**src/rtl/btb_update_ctrl_if.sv**
```systemverilog
// Signal bundle between EX, the BTB write/invalidate port, IF prediction and btb_update_ctrl.
// master = environment side, slave = the update controller.
interface btb_update_ctrl_if #(
  parameter int IDX_W = 6
);
  logic             ex_valid;
  logic             ex_taken;
  logic             ex_is_jalr;
  logic [31:0]      ex_pc;
  logic [31:0]      ex_target;
  logic             flush_req;
  logic             btb_wr_gnt;
  logic             btb_wr_en;
  logic [31:0]      btb_wr_pc;
  logic [31:0]      btb_wr_addr;
  logic             btb_inv_en;
  logic [IDX_W-1:0] btb_inv_idx;
  logic             btb_lookup_en;
  logic             upd_full;
  logic             upd_drop;
  logic             busy;

  modport master (
    output ex_valid, ex_taken, ex_is_jalr, ex_pc, ex_target, flush_req, btb_wr_gnt,
    input  btb_wr_en, btb_wr_pc, btb_wr_addr, btb_inv_en, btb_inv_idx,
           btb_lookup_en, upd_full, upd_drop, busy
  );

  modport slave (
    input  ex_valid, ex_taken, ex_is_jalr, ex_pc, ex_target, flush_req, btb_wr_gnt,
    output btb_wr_en, btb_wr_pc, btb_wr_addr, btb_inv_en, btb_inv_idx,
           btb_lookup_en, upd_full, upd_drop, busy
  );
endinterface

```
**src/rtl/btb_update_ctrl.sv**
```systemverilog
// BTB write sequencer: update FIFO drained through the shared write port, plus a full-BTB flush sweep.
// Optional macro BTB_UPD_MERGE_EN: a push matching the youngest queued PC overwrites its target.
module btb_update_ctrl #(
  parameter int QDEPTH  = 4,
  parameter int ENTRIES = 64,
  parameter int IDX_W   = 6
) (
  input  logic            clk,
  input  logic            rst_n,
  btb_update_ctrl_if.slave bus
);
  localparam int PTR_W = $clog2(QDEPTH);
  localparam int CNT_W = $clog2(QDEPTH + 1);

  typedef enum logic [1:0] {S_IDLE, S_DRAIN, S_SWEEP} state_t;

  state_t           state_q, state_d;
  logic [PTR_W-1:0] wr_ptr_q, wr_ptr_d;
  logic [PTR_W-1:0] rd_ptr_q, rd_ptr_d;
  logic [PTR_W-1:0] last_ptr;
  logic [CNT_W-1:0] count_q, count_d;
  logic [IDX_W-1:0] sweep_idx_q, sweep_idx_d;
  logic             drop_q, drop_d;

  logic [31:0] pc_mem  [QDEPTH];
  logic [31:0] tgt_mem [QDEPTH];

  logic              eligible;
  logic              pop;
  logic              push;
  logic              merge_hit;
  logic              full;
  logic [QDEPTH-1:0] slot_pc_we;
  logic [QDEPTH-1:0] slot_tgt_we;

  assign eligible = bus.ex_valid & bus.ex_taken & ~bus.ex_is_jalr;
  assign pop      = (state_q == S_DRAIN) & bus.btb_wr_gnt;
  assign full     = (count_q == CNT_W'(QDEPTH));
  assign last_ptr = wr_ptr_q - PTR_W'(1);

`ifdef BTB_UPD_MERGE_EN
  // The head leaving this cycle cannot absorb a merge; the push then takes a fresh slot.
  assign merge_hit = eligible & ~bus.flush_req & (state_q == S_DRAIN)
                   & (pc_mem[last_ptr] == bus.ex_pc)
                   & ~(pop & (count_q == CNT_W'(1)));
`else
  assign merge_hit = 1'b0;
`endif

  assign push = eligible & ~bus.flush_req & (state_q != S_SWEEP) & ~merge_hit
              & (~full | pop);

  for (genvar gi = 0; gi < QDEPTH; gi++) begin : g_slot_we
    assign slot_pc_we[gi]  = push & (wr_ptr_q == PTR_W'(gi));
    assign slot_tgt_we[gi] = slot_pc_we[gi] | (merge_hit & (last_ptr == PTR_W'(gi)));
  end

  always_ff @(posedge clk) begin
    for (int i = 0; i < QDEPTH; i++) begin
      if (slot_pc_we[i])  pc_mem[i]  <= bus.ex_pc;
      if (slot_tgt_we[i]) tgt_mem[i] <= bus.ex_target;
    end
  end

  always_ff @(posedge clk) begin
    if (!rst_n) begin
      state_q     <= S_IDLE;
      wr_ptr_q    <= '0;
      rd_ptr_q    <= '0;
      count_q     <= '0;
      sweep_idx_q <= '0;
      drop_q      <= 1'b0;
    end else begin
      state_q     <= state_d;
      wr_ptr_q    <= wr_ptr_d;
      rd_ptr_q    <= rd_ptr_d;
      count_q     <= count_d;
      sweep_idx_q <= sweep_idx_d;
      drop_q      <= drop_d;
    end
  end

  always_comb begin
    state_d     = state_q;
    wr_ptr_d    = wr_ptr_q;
    rd_ptr_d    = rd_ptr_q;
    count_d     = count_q;
    sweep_idx_d = sweep_idx_q;
    drop_d      = 1'b0;
    if (bus.flush_req) begin
      wr_ptr_d    = '0;
      rd_ptr_d    = '0;
      count_d     = '0;
      sweep_idx_d = '0;
      state_d     = S_SWEEP;
    end else begin
      case (state_q)
        S_SWEEP: begin
          if (sweep_idx_q == IDX_W'(ENTRIES - 1)) begin
            sweep_idx_d = '0;
            state_d     = S_IDLE;
          end else begin
            sweep_idx_d = sweep_idx_q + IDX_W'(1);
          end
        end
        default: begin
          if (pop)  rd_ptr_d = rd_ptr_q + PTR_W'(1);
          if (push) wr_ptr_d = wr_ptr_q + PTR_W'(1);
          if (push & ~pop)      count_d = count_q + CNT_W'(1);
          else if (pop & ~push) count_d = count_q - CNT_W'(1);
          drop_d  = eligible & ~push & ~merge_hit;
          state_d = (count_d != '0) ? S_DRAIN : S_IDLE;
        end
      endcase
    end
  end

  assign bus.btb_wr_en     = (state_q == S_DRAIN);
  assign bus.btb_wr_pc     = bus.btb_wr_en ? pc_mem[rd_ptr_q]  : '0;
  assign bus.btb_wr_addr   = bus.btb_wr_en ? tgt_mem[rd_ptr_q] : '0;
  assign bus.btb_inv_en    = (state_q == S_SWEEP);
  assign bus.btb_inv_idx   = bus.btb_inv_en ? sweep_idx_q : '0;
  assign bus.btb_lookup_en = ~bus.btb_inv_en;
  assign bus.upd_full      = full;
  assign bus.upd_drop      = drop_q;
  assign bus.busy          = (state_q != S_IDLE);
endmodule

```
**src/flat_wrapper.sv**
```systemverilog
// flat-port wrapper written by rule: the top's interface ports become plain ports
module btb_update_ctrl_flat 
#(
  parameter int QDEPTH  = 4,
  parameter int ENTRIES = 64,
  parameter int IDX_W   = 6
)
  (clk, rst_n, bus_ex_valid, bus_ex_taken, bus_ex_is_jalr, bus_ex_pc, bus_ex_target, bus_flush_req, bus_btb_wr_gnt, bus_btb_wr_en, bus_btb_wr_pc, bus_btb_wr_addr, bus_btb_inv_en, bus_btb_inv_idx, bus_btb_lookup_en, bus_upd_full, bus_upd_drop, bus_busy);
  btb_update_ctrl_if #(.IDX_W(IDX_W)) bus_i ();
  input  logic clk;
  input  logic rst_n;
  input wire logic [$bits(bus_i.ex_valid)-1:0] bus_ex_valid;
  input wire logic [$bits(bus_i.ex_taken)-1:0] bus_ex_taken;
  input wire logic [$bits(bus_i.ex_is_jalr)-1:0] bus_ex_is_jalr;
  input wire logic [$bits(bus_i.ex_pc)-1:0] bus_ex_pc;
  input wire logic [$bits(bus_i.ex_target)-1:0] bus_ex_target;
  input wire logic [$bits(bus_i.flush_req)-1:0] bus_flush_req;
  input wire logic [$bits(bus_i.btb_wr_gnt)-1:0] bus_btb_wr_gnt;
  output wire logic [$bits(bus_i.btb_wr_en)-1:0] bus_btb_wr_en;
  output wire logic [$bits(bus_i.btb_wr_pc)-1:0] bus_btb_wr_pc;
  output wire logic [$bits(bus_i.btb_wr_addr)-1:0] bus_btb_wr_addr;
  output wire logic [$bits(bus_i.btb_inv_en)-1:0] bus_btb_inv_en;
  output wire logic [$bits(bus_i.btb_inv_idx)-1:0] bus_btb_inv_idx;
  output wire logic [$bits(bus_i.btb_lookup_en)-1:0] bus_btb_lookup_en;
  output wire logic [$bits(bus_i.upd_full)-1:0] bus_upd_full;
  output wire logic [$bits(bus_i.upd_drop)-1:0] bus_upd_drop;
  output wire logic [$bits(bus_i.busy)-1:0] bus_busy;
  assign bus_i.ex_valid = bus_ex_valid;
  assign bus_i.ex_taken = bus_ex_taken;
  assign bus_i.ex_is_jalr = bus_ex_is_jalr;
  assign bus_i.ex_pc = bus_ex_pc;
  assign bus_i.ex_target = bus_ex_target;
  assign bus_i.flush_req = bus_flush_req;
  assign bus_i.btb_wr_gnt = bus_btb_wr_gnt;
  assign bus_btb_wr_en = bus_i.btb_wr_en;
  assign bus_btb_wr_pc = bus_i.btb_wr_pc;
  assign bus_btb_wr_addr = bus_i.btb_wr_addr;
  assign bus_btb_inv_en = bus_i.btb_inv_en;
  assign bus_btb_inv_idx = bus_i.btb_inv_idx;
  assign bus_btb_lookup_en = bus_i.btb_lookup_en;
  assign bus_upd_full = bus_i.upd_full;
  assign bus_upd_drop = bus_i.upd_drop;
  assign bus_busy = bus_i.busy;
  btb_update_ctrl #(.QDEPTH(QDEPTH), .ENTRIES(ENTRIES), .IDX_W(IDX_W)) u_core (.clk(clk), .rst_n(rst_n), .bus(bus_i));
endmodule
```
**config.mk**
```make
export PLATFORM = sky130hd
export DESIGN_NAME = btb_update_ctrl_flat
export DESIGN_NICKNAME = d
export VERILOG_FILES = /design/src/rtl/btb_update_ctrl_if.sv /design/src/rtl/btb_update_ctrl.sv /design/src/flat_wrapper.sv
export SDC_FILE = /design/constraint.sdc
export NUM_CORES = 1
export LEC_CHECK = 0
export BUFFER_PORTS_ARGS = -buffer_cell sky130_fd_sc_hd__buf_4
export CELL_PAD_IN_SITES_DETAIL_PLACEMENT = 0
export CELL_PAD_IN_SITES_GLOBAL_PLACEMENT = 1
export CORE_UTILIZATION = 40
export DETAILED_ROUTE_END_ITERATION = 12
export GPL_TIMING_DRIVEN = 1
export PLACE_DENSITY_LB_ADDON = 0.1
export REMOVE_ABC_BUFFERS = 1
export SLEW_MARGIN = 20
export SYNTH_ARGS = -nofsm -noshare
export SYNTH_HDL_FRONTEND = slang
export SYNTH_SLANG_ARGS = --single-unit
```
**constraint.sdc**
```tcl
create_clock -name clk -period 3.7 [get_ports clk]
set_input_delay 0.37 -clock clk [delete_from_list [all_inputs] [get_ports clk]]
set_output_delay 0.37 -clock clk [all_outputs]
set_load 0.01 [all_outputs]
```
Word-level counts from Yosys, hierarchy flattened
Memories as Yosys holds them, arrays and structs flattened. A register that Yosys moved wholly into a read port is not among the register bits.
Index checks and enable logic that the tools add are counted.

operators by class
  $add $sub $neg = 5
  eq/ne operators = 10
  mux-type cells = 42
  bitwise logic cells = 21
  reduce and logical (&&, ||, !) cells = 13

operators with widths
  kind                                                                    number
  32-bit 2-to-1 mux                                                       8
  32-bit OR reduction                                                     6
  2-bit 2-to-1 mux                                                        13
  1-bit 2-to-1 mux                                                        15
  1-bit bitwise AND                                                       13
  3-bit 2-to-1 mux                                                        4
  6-bit 2-to-1 mux                                                        2
  1-bit NOT                                                               7
  6-bit by 1-bit adder with 6-bit output (second input constant)          1
  2-bit equality test (second input constant)                             3
  6-bit equality test (second input constant)                             1
  2-bit by 1-bit adder with 2-bit output (second input constant)          2
  2-bit by 1-bit equality test with 1-bit output (second input constant)  2
  2-bit != test (second input constant)                                   2
  2-bit AND reduction                                                     2
  3-bit by 1-bit adder with 3-bit output (second input constant)          1
  3-bit equality test (second input constant)                             1
  3-bit != test (second input constant)                                   1
  3-bit nonzero test                                                      1
  3-bit OR reduction                                                      1
  3-bit by 1-bit subtractor with 3-bit output (second input constant)     1
  2-bit zero test                                                         1
  2-bit nonzero test                                                      1
  2-bit OR reduction                                                      1
  1-bit bitwise OR                                                        1

storage, ports and cells
  flip-flop bits (word level) = 16
  memory bits (writable) = 256
  bits of input ports = 71
  output and inout bits = 76
  word-level logic and storage cells = 100
  memories kept = 2

memories
  name            words  width  read ports  clocked after memory_dff  write ports  line                   source
  u_core.pc_mem   4      32     1           1                         1            btb_update_ctrl.sv:25  logic [31:0] pc_mem [QDEPTH];
  u_core.tgt_mem  4      32     1           1                         1            btb_update_ctrl.sv:26  logic [31:0] tgt_mem [QDEPTH];

Depth between registers and ports, before layout
  depth after elaboration = 15
  depth in mapped cells = 8
  mapped depth without buffers = 8

Least setup slack after synthesis
OpenSTA, ideal clock, no wires.

  path type = register to register
  from = register u_core.count_q[0]
  to = memory u_core.pc_mem[1][0] (enable)
  library setup time = 0.429 ns
  data arrival time = 2.740 ns
  data required time = 3.271 ns
  path slack = 0.531 ns
  cell stages (with the launch flop) = 7
  path through = dfxtp_1 > inv_1 > ha_1 > nand2_1 > inv_1 > a211oi_2 > and2_1

on the way
  longest elaborated chain between the ends = 11
  elaborated cells between the ends (all ways) = 25
  classes of those cells = 1 x eq/ne; 14 x mux; 7 x bitwise; 3 x reduce/logical

RTL lines
  element                                                                             line                   source
  from (decl)                                                                         btb_update_ctrl.sv:21  logic [CNT_W-1:0] count_q, count_d;
  from (signal assigned)                                                              btb_update_ctrl.sv:77  count_q <= count_d;
  3-bit equality test (*)                                                             btb_update_ctrl.sv:38  assign full = (count_q == CNT_W'(QDEPTH));
  net bus_upd_full                                                                    flat_wrapper.sv:25     output wire logic [$bits(bus_i.upd_full)-1:0] bus_upd_full;
  1-bit NOT (*)                                                                       btb_update_ctrl.sv:51  & (~full | pop);
  1-bit bitwise OR (*)                                                                btb_update_ctrl.sv:51
  1-bit bitwise AND (*)                                                               btb_update_ctrl.sv:51
  1-bit bitwise AND (*)                                                               btb_update_ctrl.sv:54  assign slot_pc_we[gi] = push & (wr_ptr_q == PTR_W'(gi));
  net u_core.slot_pc_we[1]                                                            btb_update_ctrl.sv:33  logic [QDEPTH-1:0] slot_pc_we;
  1-bit 2-to-1 mux (*)                                                                btb_update_ctrl.sv:60  if (slot_pc_we[i]) pc_mem[i] <= bus.ex_pc;
  1-bit 2-to-1 mux (not written as such) (*)                                          btb_update_ctrl.sv:60
  32-bit OR reduction (no line)                                                       -
  2-bit 2-to-1 mux (no line) / 1-bit 2-to-1 mux (equally long branches) (3 in a row)  -
  to (decl)                                                                           btb_update_ctrl.sv:25

The timed path passes the listed nets; every way through them passes the cells marked *.

==> results by group <==
Placement
  • Placed cell count: 984
  • Area after DPL: 0.0122 mm^2
  • Final Wtd Congestion: 0.762
  • HPWL after DPL: 12500 um
  • PortBufs: 146

Clock network
  • TritonCTS clock tree: yes
  • Clk slew on worst S/H paths: 0.06 ns
  • Clk buf depth: 3
  • H-Tree Depth: 1
  • Hold_buf cts: 0
  • Total CTS buffers: 27
  • Skew-Pair Late Insertion Delay: 0.53 ns
  • Root buffer cell: clkbuf_16
  • Clock Sinks: 274
  • Post-CTS sizing: 0
  • Post CTS Setup Buffer Count: 0

Detailed routing
  • Vias: 5194
  • DR pass1 iterations: 4
  • Routed Antenna Nets: 0
  • DRC Markers: 0
  • Routed wire length: 20600 um
  • Mean routed wirelength per cell: 19.9 um
  • Routed wl met3: 1260 um
  • Vias per cell: 5.03
  • Top layer in use: met5
  • WL met2: 10100 um
  • Post-Route M1 WL: 8820 um
  • Initial DRC count: 298

Finish
  • Ant. Diodes: 0
  • Final cell count without fillers: 1033
  • Final instance area: 0.0131 mm^2
  • Fill count: 2159
  • Fin nets: 757
  • Area grow syn2layout: 22.9%
  • Final core utilization: 0.502
  • Layout cells sized above 1: 0.393

Global route
  • Largest net degree at the start of global routing: 66
  • Initial antenna violation count: 1
  • Vias in the first global route: 5541
  • GRT overflow: 0
  • First-pass GRT wire length: 31200 um
  • Total GRT Usage: 0.154

Critical path
  • Worst setup SP type: flop
  • Critical setup path kind: reg2out
  • Most used cell, CP: buf_4
  • CP required: 3.33 ns
  • Launching point of the worst reg2reg path: u_core.count_q[0]
  • CP max FO: 29
  • Arr. time, crit path: 2.51 ns
  • Slowest cell on the critical path: dfxtp_4
  • CP Cell Sequence: buf_4 -> mux4_2 -> and2_1 -> buf_4
  • CP peak stage delay: 0.76 ns
  • CP endpoint kind: primary output

Power and ir drop
  • Clock power frac: 0.438
  • VDD IR-drop max: 0.252 mV
  • P_leak: 4.46 nW
  • Pwr dens: 485 mW/mm^2
  • Switching share of power: 0.187
  • Overall power: 6.34 mW
  • Sequential power share: 0.536
  • Net Sw Power: 1.18 mW
  • Int Power: 5.16 mW
  • Comb power frac: 0.025

Synthesis
  • Ys flop type: edfxtp_1
  • Most instantiated library cell after synthesis: edfxtp_1
  • Seq cells post-synth: 274
  • Top cells by count, synth: edfxtp_1 (256), and2_1 (74), mux4_2 (64), dfxtp_1 (18), nor2_1 (13)
  • Post-synthesis cell type count: 40
  • Ys Warns: 0
  • Post-synth EDFFs: 256
  • Asr flop ratio synth: 0
  • Top cell type's share of synthesized area: 0.722
  • Mean Syn Cell Area: 20.6 um^2
  • Synthesized cell area: 0.0106 mm^2
  • Cells after synthesis: 518
  • Synth top area cells: edfxtp_1 (72%), mux4_2 (14%), and2_1 (4.3%)
  • Seq/Total Area, Yosys: 0.756
  • Cell taking the most area after synthesis: edfxtp_1

STA
  • Final worst path period need: 2.88 ns
  • Fin crit share: 0.779
  • Count of final hold-check violations: 0
  • Final Slew Violations: 0
  • # setup viols final: 0
  • RSZ-0062 raised after global routing: false
  • Worst Max-Slew Pin Slew: 0.983 ns
  • Worst rel slew slack: 0.345
  • Hold WS: 0.0368 ns
  • Fmax: 347 MHz
  • Clk_skew: 0.0158 ns

Die
  • I/O pins: 147
  • Total Die Area: 0.0273 mm^2
  • Rows: 59
  • Die Y: 165 um
  • Die X: 165 um
  • Core ar.: 0.0261 mm^2
  • Initial Util: 0.409

Min path
  • HP Class: in2reg
  • Hold Crit Start: bus_ex_pc[0]

Outcome
  • Outcome: completed

Flow run
  • Max_cap viols: 0
## flip-flops by register name (all words and copies together) (netlist names), named ones only
signal and flops:
u_core.rd_ptr_q 2, u_core.bus.upd_drop 1, u_core.state_q 2, u_core.pc_mem 128
u_core.wr_ptr_q 2, u_core.tgt_mem 128, u_core.count_q 3, u_core.sweep_idx_q 6
## area by class of cell
type                    instances  area (um^2)  share of cell area
flip-flops and latches        274         8060               0.616
multi-input cells             213         2460               0.188
repair buffers                155         1210              0.0928
clock buffers                  29          683              0.0522
well taps                     335          419              0.0320
clock inverters                20          229              0.0175
inverters                       7         26.3             0.00201
## through the flow
step	setup TNS (ns)	setup WS [ns]
3_3_place_gp	0	1.11
5_1_grt	0	0.627
4_1_cts	0	0.711
3_5_place_dp	0	1.01
2_1_floorplan	-14.99	-0.234
6_report	0	0.818
## worst paths after layout
kind | end | slack, ns | depth (start not counted)
hold reg to reg | u_core.sweep_idx_q[1] | 0.52 | 2
setup / recovery | bus_btb_wr_addr[24] | 0.82 | 4
setup reg to reg | u_core.tgt_mem[1][26] | 1.02 | 7
hold / removal | u_core.pc_mem[2][0] | 0.04 | 1
## cells by family (layout without fill, tap and decap cells)
group,Yosys count,after routing,synth area share
flops,274,274,0.756
simple gates,116,116,0.0668
mux,67,67,0.138
buf+inv,31,211,0.0141
compound gates,14,14,0.00905
fa+ha+maj,8,8,0.00940
xor+xnor,8,8,0.00658
## worst max-delay path: cells and delay by family, from the launching register on
kind	cells	cell delay [ns]
flip-flops	1	0.76
multiplexers	1	0.53
buffers and inverters	2	0.50
AND/OR/NAND/NOR	1	0.19
## routing by layer
| layer | vias to the layer above | GRT usage |
|---|---|---|
| met5 | - | 0 |
| met4 | 2 | 0.0446 |
| met3 | 32 | 0.0322 |
| met2 | 134 | 0.259 |
| met1 | 2641 | 0.203 |
| li1 | 2385 | - |
## layout by cell type, fill, tap and decap left out, types with 6 or more instances in the layout
cell type / instances
and2_1: 70
buf_4: 151
clkbuf_16: 27
clkinv_1: 6
dfxtp_1: 16
edfxtp_1: 256
ha_1: 8
inv_1: 7
mux4_2: 64
nand2_1: 6
nor2_1: 13
## power groups by stage
stage	Combinational, mW	Clock [mW]	Sequential [mW]
3_5_place_dp	0.164	0	3.47
5_1_grt	0.177	2.98	3.40
4_1_cts	0.164	2.86	3.40
2_1_floorplan	0.0459	0	3.47
6_report	0.161	2.78	3.40
3_3_place_gp	0.158	0	3.47
Power figures use the tool's default switching activity.
